==> src/rtl/alu_arbiter_if.sv <==
// Request, ALU and response bundle for alu_arbiter: slave = arbiter side, master = requesters/ALU/consumer side.
interface alu_arbiter_if #(
  parameter int W   = 16,
  parameter int OPW = 3
);
  logic           req0_valid;
  logic           req0_ready;
  logic [W-1:0]   req0_a;
  logic [W-1:0]   req0_b;
  logic [OPW-1:0] req0_op;

  logic           req1_valid;
  logic           req1_ready;
  logic [W-1:0]   req1_a;
  logic [W-1:0]   req1_b;
  logic [OPW-1:0] req1_op;

  logic [W-1:0]   alu_a;
  logic [W-1:0]   alu_b;
  logic [OPW-1:0] alu_op;
  logic [W-1:0]   alu_r;
  logic           alu_zero;
  logic           alu_ovfl;

  logic           rsp_valid;
  logic           rsp_ready;
  logic           rsp_id;
  logic [W-1:0]   rsp_r;
  logic           rsp_zero;
  logic           rsp_ovfl;
  logic           rsp_err;

  logic           ovfl_trap;
  logic           trap_clr;

  modport slave (
    input  req0_valid, req0_a, req0_b, req0_op,
    output req0_ready,
    input  req1_valid, req1_a, req1_b, req1_op,
    output req1_ready,
    output alu_a, alu_b, alu_op,
    input  alu_r, alu_zero, alu_ovfl,
    output rsp_valid, rsp_id, rsp_r, rsp_zero, rsp_ovfl, rsp_err,
    input  rsp_ready,
    output ovfl_trap,
    input  trap_clr
  );

  modport master (
    output req0_valid, req0_a, req0_b, req0_op,
    input  req0_ready,
    output req1_valid, req1_a, req1_b, req1_op,
    input  req1_ready,
    input  alu_a, alu_b, alu_op,
    output alu_r, alu_zero, alu_ovfl,
    input  rsp_valid, rsp_id, rsp_r, rsp_zero, rsp_ovfl, rsp_err,
    output rsp_ready,
    input  ovfl_trap,
    output trap_clr
  );
endinterface

==> src/rtl/alu_arbiter.sv <==
// Round-robin sharing of one external ALU16b between two requesters; accept -> rsp_valid two cycles later, response held until rsp_ready.
// Optional sticky overflow trap enabled by defining ALU_ARB_OVFL_TRAP_EN (otherwise ovfl_trap is tied low).
module alu_arbiter #(
  parameter int W      = 16,
  parameter int OPW    = 3,
  parameter int MAX_OP = 5
) (
  input  logic         clk,
  input  logic         reset,
  alu_arbiter_if.slave bus
);

  localparam logic [1:0] IDLE = 2'd0;
  localparam logic [1:0] EXEC = 2'd1;
  localparam logic [1:0] RESP = 2'd2;

  localparam logic [OPW-1:0] OP_MAX = OPW'(MAX_OP);
  localparam logic [OPW-1:0] OP_ADD = OPW'(3);
  localparam logic [OPW-1:0] OP_SUB = OPW'(4);

  logic [1:0]     state_q, state_d;
  logic           last_grant_q;
  logic [W-1:0]   a_q, b_q;
  logic [OPW-1:0] op_q;
  logic           id_q;
  logic           rsp_valid_q;
  logic [W-1:0]   rsp_r_q;
  logic           rsp_zero_q, rsp_ovfl_q, rsp_err_q;

  logic gnt0, gnt1, accept;
  logic op_legal, res_ovfl;

  // On contention the requester that did not win last time gets the grant.
  always_comb begin
    gnt0 = 1'b0;
    gnt1 = 1'b0;
    if (state_q == IDLE && !reset) begin
      if (bus.req0_valid && bus.req1_valid) begin
        gnt0 = last_grant_q;
        gnt1 = !last_grant_q;
      end else begin
        gnt0 = bus.req0_valid;
        gnt1 = bus.req1_valid;
      end
    end
  end

  assign accept   = gnt0 | gnt1;
  assign op_legal = (op_q <= OP_MAX);
  assign res_ovfl = bus.alu_ovfl && ((op_q == OP_ADD) || (op_q == OP_SUB));

  always_comb begin
    state_d = state_q;
    case (state_q)
      IDLE:    if (accept) state_d = EXEC;
      EXEC:    state_d = RESP;
      RESP:    if (bus.rsp_ready) state_d = IDLE;
      default: state_d = IDLE;
    endcase
  end

  always_ff @(posedge clk) begin
    if (reset) begin
      state_q      <= IDLE;
      last_grant_q <= 1'b1;
      a_q          <= '0;
      b_q          <= '0;
      op_q         <= '0;
      id_q         <= 1'b0;
      rsp_valid_q  <= 1'b0;
      rsp_r_q      <= '0;
      rsp_zero_q   <= 1'b0;
      rsp_ovfl_q   <= 1'b0;
      rsp_err_q    <= 1'b0;
    end else begin
      state_q <= state_d;
      if (accept) begin
        a_q          <= gnt1 ? bus.req1_a  : bus.req0_a;
        b_q          <= gnt1 ? bus.req1_b  : bus.req0_b;
        op_q         <= gnt1 ? bus.req1_op : bus.req0_op;
        id_q         <= gnt1;
        last_grant_q <= gnt1;
      end
      // Illegal ops still consume the EXEC slot but the ALU result is discarded.
      if (state_q == EXEC) begin
        rsp_valid_q <= 1'b1;
        rsp_r_q     <= op_legal ? bus.alu_r : '0;
        rsp_zero_q  <= op_legal && bus.alu_zero;
        rsp_ovfl_q  <= op_legal && res_ovfl;
        rsp_err_q   <= !op_legal;
      end else if (state_q == RESP && bus.rsp_ready) begin
        rsp_valid_q <= 1'b0;
      end
    end
  end

  assign bus.req0_ready = gnt0;
  assign bus.req1_ready = gnt1;
  assign bus.alu_a      = a_q;
  assign bus.alu_b      = b_q;
  assign bus.alu_op     = op_q;
  assign bus.rsp_valid  = rsp_valid_q;
  assign bus.rsp_id     = id_q;
  assign bus.rsp_r      = rsp_r_q;
  assign bus.rsp_zero   = rsp_zero_q;
  assign bus.rsp_ovfl   = rsp_ovfl_q;
  assign bus.rsp_err    = rsp_err_q;

`ifdef ALU_ARB_OVFL_TRAP_EN
  logic trap_q;

  // A new overflow wins over a simultaneous clear.
  always_ff @(posedge clk) begin
    if (reset) begin
      trap_q <= 1'b0;
    end else if (state_q == EXEC && op_legal && res_ovfl) begin
      trap_q <= 1'b1;
    end else if (bus.trap_clr) begin
      trap_q <= 1'b0;
    end
  end

  assign bus.ovfl_trap = trap_q;
`else
  logic trap_clr_unused;
  assign trap_clr_unused = bus.trap_clr;
  assign bus.ovfl_trap   = 1'b0;
`endif

endmodule

==> src/flat_wrapper.sv <==
// flat-port wrapper written by rule: the top's interface ports become plain ports
module alu_arbiter_flat 
#(
  parameter int W      = 16,
  parameter int OPW    = 3,
  parameter int MAX_OP = 5
)
  (clk, reset, bus_req0_valid, bus_req0_a, bus_req0_b, bus_req0_op, bus_req0_ready, bus_req1_valid, bus_req1_a, bus_req1_b, bus_req1_op, bus_req1_ready, bus_alu_a, bus_alu_b, bus_alu_op, bus_alu_r, bus_alu_zero, bus_alu_ovfl, bus_rsp_valid, bus_rsp_id, bus_rsp_r, bus_rsp_zero, bus_rsp_ovfl, bus_rsp_err, bus_rsp_ready, bus_ovfl_trap, bus_trap_clr);
  alu_arbiter_if #(.W(W), .OPW(OPW)) bus_i ();
  input  logic clk;
  input  logic reset;
  input wire logic [$bits(bus_i.req0_valid)-1:0] bus_req0_valid;
  input wire logic [$bits(bus_i.req0_a)-1:0] bus_req0_a;
  input wire logic [$bits(bus_i.req0_b)-1:0] bus_req0_b;
  input wire logic [$bits(bus_i.req0_op)-1:0] bus_req0_op;
  output wire logic [$bits(bus_i.req0_ready)-1:0] bus_req0_ready;
  input wire logic [$bits(bus_i.req1_valid)-1:0] bus_req1_valid;
  input wire logic [$bits(bus_i.req1_a)-1:0] bus_req1_a;
  input wire logic [$bits(bus_i.req1_b)-1:0] bus_req1_b;
  input wire logic [$bits(bus_i.req1_op)-1:0] bus_req1_op;
  output wire logic [$bits(bus_i.req1_ready)-1:0] bus_req1_ready;
  output wire logic [$bits(bus_i.alu_a)-1:0] bus_alu_a;
  output wire logic [$bits(bus_i.alu_b)-1:0] bus_alu_b;
  output wire logic [$bits(bus_i.alu_op)-1:0] bus_alu_op;
  input wire logic [$bits(bus_i.alu_r)-1:0] bus_alu_r;
  input wire logic [$bits(bus_i.alu_zero)-1:0] bus_alu_zero;
  input wire logic [$bits(bus_i.alu_ovfl)-1:0] bus_alu_ovfl;
  output wire logic [$bits(bus_i.rsp_valid)-1:0] bus_rsp_valid;
  output wire logic [$bits(bus_i.rsp_id)-1:0] bus_rsp_id;
  output wire logic [$bits(bus_i.rsp_r)-1:0] bus_rsp_r;
  output wire logic [$bits(bus_i.rsp_zero)-1:0] bus_rsp_zero;
  output wire logic [$bits(bus_i.rsp_ovfl)-1:0] bus_rsp_ovfl;
  output wire logic [$bits(bus_i.rsp_err)-1:0] bus_rsp_err;
  input wire logic [$bits(bus_i.rsp_ready)-1:0] bus_rsp_ready;
  output wire logic [$bits(bus_i.ovfl_trap)-1:0] bus_ovfl_trap;
  input wire logic [$bits(bus_i.trap_clr)-1:0] bus_trap_clr;
  assign bus_i.req0_valid = bus_req0_valid;
  assign bus_i.req0_a = bus_req0_a;
  assign bus_i.req0_b = bus_req0_b;
  assign bus_i.req0_op = bus_req0_op;
  assign bus_req0_ready = bus_i.req0_ready;
  assign bus_i.req1_valid = bus_req1_valid;
  assign bus_i.req1_a = bus_req1_a;
  assign bus_i.req1_b = bus_req1_b;
  assign bus_i.req1_op = bus_req1_op;
  assign bus_req1_ready = bus_i.req1_ready;
  assign bus_alu_a = bus_i.alu_a;
  assign bus_alu_b = bus_i.alu_b;
  assign bus_alu_op = bus_i.alu_op;
  assign bus_i.alu_r = bus_alu_r;
  assign bus_i.alu_zero = bus_alu_zero;
  assign bus_i.alu_ovfl = bus_alu_ovfl;
  assign bus_rsp_valid = bus_i.rsp_valid;
  assign bus_rsp_id = bus_i.rsp_id;
  assign bus_rsp_r = bus_i.rsp_r;
  assign bus_rsp_zero = bus_i.rsp_zero;
  assign bus_rsp_ovfl = bus_i.rsp_ovfl;
  assign bus_rsp_err = bus_i.rsp_err;
  assign bus_i.rsp_ready = bus_rsp_ready;
  assign bus_ovfl_trap = bus_i.ovfl_trap;
  assign bus_i.trap_clr = bus_trap_clr;
  alu_arbiter #(.W(W), .OPW(OPW), .MAX_OP(MAX_OP)) u_core (.clk(clk), .reset(reset), .bus(bus_i));
endmodule
==> config.mk <==
export PLATFORM = sky130hd
export DESIGN_NAME = alu_arbiter_flat
export DESIGN_NICKNAME = d
export VERILOG_FILES = /design/src/rtl/alu_arbiter_if.sv /design/src/rtl/alu_arbiter.sv /design/src/flat_wrapper.sv
export SDC_FILE = /design/constraint.sdc
export NUM_CORES = 1
export LEC_CHECK = 0
export CORE_ASPECT_RATIO = 1.25
export CORE_UTILIZATION = 38
export CTS_CLUSTER_DIAMETER = 100
export DETAILED_ROUTE_END_ITERATION = 8
export HOLD_SLACK_MARGIN = 0.1
export PLACE_DENSITY_LB_ADDON = 0.25
export SLEW_MARGIN = 20
export SYNTH_ARGS = -nofsm -noshare
export SYNTH_HDL_FRONTEND = slang
export SYNTH_SLANG_ARGS = --single-unit
export TNS_END_PERCENT = 100
==> constraint.sdc <==
create_clock -name clk -period 1.9 [get_ports clk]
set_clock_uncertainty 0.2 [all_clocks]
set_input_delay 0.38 -clock clk [delete_from_list [all_inputs] [get_ports clk]]
set_output_delay 0.38 -clock clk [all_outputs]
set_load 0.005 [all_outputs]
==> run_results.csv <==
group,metric,value,unit
synthesis,yosysTopAreaCellShare,0.438,
power_and_ir_drop,power.switching,0.975,mW
routing,firstDrtPassIters,4,
sta,finalMaxSlewViolations,0,
synthesis,synth-seq-cells,59,
synthesis,synth_seq_area_share,0.438,
clock_network,cts_max_path_buffers,2,
clock_network,path_clk_slew,70,ps
worst_setup_path,crit_path_top_delay_cell,"dfxtp_2",
power_and_ir_drop,power_density,789,nW/um2
layout,regArea,1180,um2
place,port_buffers,150,
clock_network,cts_tree,"done",
worst_setup_path,path_cells,"buf_6 -> nor3_4 -> nand2_1 -> inv_1 -> clkbuf_2",
power_and_ir_drop,power.total,3.57,mW
sta,worstMarginPinSlew,617,ps
clock_network,cts_num_sinks,59,
floorplanning,pin_count,153,
power_and_ir_drop,p_leak,1.57,nW
global_routing,grt_pass1_wl,13700,um
synthesis,async_reset_ff_frac,0,
power_and_ir_drop,internal-power,2.60,mW
clock_network,cts_buffers,9,
layout,final_nets,564,
power_and_ir_drop,seqPwrFrac,0.394,
global_routing,grt_max_degree,45,
sta,fin_crit,1830,ps
floorplanning,initial_core_util,0.403,
synthesis,syn-cell-area,2700,um2
floorplanning,rows,33,
clock_network,root_buffer,"clkbuf_8",
synthesis,ys.flop_type,"dfxtp_1",
worst_setup_path,crit_arrival,1250,ps
synthesis,synthesis.nets,418,
routing,drt_iter0_drc,142,
layout,multi_input_area,1300,um2
global_routing,grt_pass1_vias,2826,
power_and_ir_drop,p_comb_frac,0.254,
routing,drt-total-wl,8750,um
routing,wl_per_cell,15.6,um
synthesis,synth-edff-count,0,
global_routing,grtUsageTotal,0.238,
layout,mostFrequentLayoutCells,"clkdlybuf4s50_1, dfxtp_1, a21oi_1, nand3_1, a311oi_1",
worst_setup_path,critPathRequiredTime,1320,ps
synthesis,synth.avg_cell_area,8.32,um2
layout,final_common_cell,"clkdlybuf4s50_1",
clock_network,htree_levels,3,
synthesis,yosys.area.top_type,"dfxtp_1",
worst_setup_path,crit_path_start_kind,"register",
floorplanning,core,6690,um2
power_and_ir_drop,ir_drop,0.000575,V
sta,finalSetupViolations,0,
global_routing,antenna_found_initial,0,
worst_hold_path,hp-class,"register to register",
synthesis,ys_warn_count,0,
floorplanning,die_y,96.2,um
layout,drive_gt1_frac,0.105,
place,place.gp.congestion,0.762,
sta,tns,0,ps
sta,slew_headroom,0.587,
sta,hold_viol,0,
power_and_ir_drop,clockPowerShare,0.352,
worst_setup_path,slowest_delay,320,ps
routing,viasPerCell,5.50,
floorplanning,die_width,77.3,um
place,dp_hpwl,5600,um
synthesis,yosys-top-cells-area,"dfxtp_1, a311oi_1, a21oi_1",
routing,routed-via-count,3093,
place,pre_cts_slack,-422,ps
flow_run,drv_cap,0,
global_routing,gr-total-overflow,0,
sta,fmax,548,MHz
power_and_ir_drop,swShare,0.273,
worst_setup_path,criticalPathCategory,"register to output port",
synthesis,synthCells,324,
synthesis,ys_types,29,
layout,diodes,0,
sta,post-route-worst-setup-slack,73.5,ps
run_status,outcome,"finished clean",
routing,antenna_left,0,
worst_setup_path,worstPathMaxFanout,7,
floorplanning,dieArea,7440,um2
clock_network,clock_latency,340,ps
sta,rsz0062_at_grt,"no",
worst_setup_path,endpoint_kind,"output port",
routing,drc_errors,0,
layout,syn2layout_area_growth,67.8,%
sta,period_share,0.961,
layout,fill_cells,580,
## synth_stat cells, drive strengths merged, types with 2 or more instances
cell	count
o21ai	38
dfxtp	59
clkbuf	14
a211oi	2
nand2	20
nand3	52
a21oi	56
nor2	8
a311oi	35
inv	3
buf	24
## cell families (layout without fill, tap and decap cells)
logic type             Yosys count  in the layout  synth area share
AOI/OAI and AO/OA              135            135             0.307
and+or+nand+nor                 88             89             0.167
DFF                             59             59             0.438
buffers and inverters           41            191            0.0863
other                            1              1           0.00139
## power by group through the flow
| stage | sequential [mW] | combinational (mW) | clock, mW |
|---|---|---|---|
| after floorplan | 1.44 | 0.384 | 0 |
| after global placement | 1.43 | 0.874 | 0 |
| after detailed placement | 1.43 | 0.889 | 0 |
| after CTS | 1.41 | 0.913 | 1.28 |
| after global routing | 1.42 | 0.982 | 1.33 |
| final | 1.41 | 0.905 | 1.26 |
## stage by stage
stage	util	std cells	hold WS (ps)	instance area, um2
floorplan	-	324	248	2700
global placement	0.637	541	238	4260
detailed placement	0.637	541	243	4260
CTS	0.677	562	252	4530
global route	0.677	562	270	4530
finish	0.677	562	250	4530
## state kept, by name, indices dropped and copies added, names as in the netlist
name	flops
u_core.bus.alu_a	16
u_core.bus.alu_b	16
u_core.bus.alu_op	3
u_core.bus.rsp_err	1
u_core.bus.rsp_id	1
u_core.bus.rsp_ovfl	1
u_core.bus.rsp_r	16
u_core.bus.rsp_valid	1
u_core.bus.rsp_zero	1
u_core.last_grant_q	1
u_core.state_q	2
## worst paths after layout
check	start	to	slack, ps	depth (start not counted)
worst max-delay path	u_core.state_q[0]$_SDFFE_PP0P_	bus_req1_ready	70	5
worst min-delay path	u_core.bus.rsp_r[12]$_SDFFE_PP0P_	u_core.bus.rsp_r[12]$_SDFFE_PP0P_	250	2
worst max register to register	u_core.state_q[0]$_SDFFE_PP0P_	u_core.bus.alu_a[0]$_SDFFE_PP0P_	90	4
worst min register to register	u_core.bus.rsp_r[12]$_SDFFE_PP0P_	u_core.bus.rsp_r[12]$_SDFFE_PP0P_	250	2
## worst max-delay path, delay by kind of cell (launching register included)
kind	cells	cell delay [ps]
buffers and inverters	3	300
AND/OR/NAND/NOR	2	280
flip-flops	1	320
## cell type report
| cell class | count | share of cell area |
|---|---|---|
| clock inverter | 7 | 0.0205 |
| timing repair buffer | 172 | 0.376 |
| sequential | 59 | 0.261 |
| tap | 87 | 0.0241 |
| multi-input combinational | 225 | 0.288 |
| inverter | 3 | 0.00249 |
| clock buffer | 9 | 0.0274 |
## metal layers
layer | global-route usage | vias up | routed length [um]
met2 | 0.402 | 133 | 4280
met5 | 0 | - | 0
met4 | 0.113 | 0 | 167
met3 | 0.0635 | 13 | 683
met1 | 0.280 | 1447 | 3620
li1 | - | 1500 | -
## timing repair
action / 4_1_cts / 5_1_grt
endpoints found under the setup margin: 37 / 1
cloned: 1 / 0
setup buffers: 4 / 0
hold buffers: 0 / 0
pin swaps: 6 / 2
gates resized for setup: 11 / 1
Power figures use the tool's default switching activity.
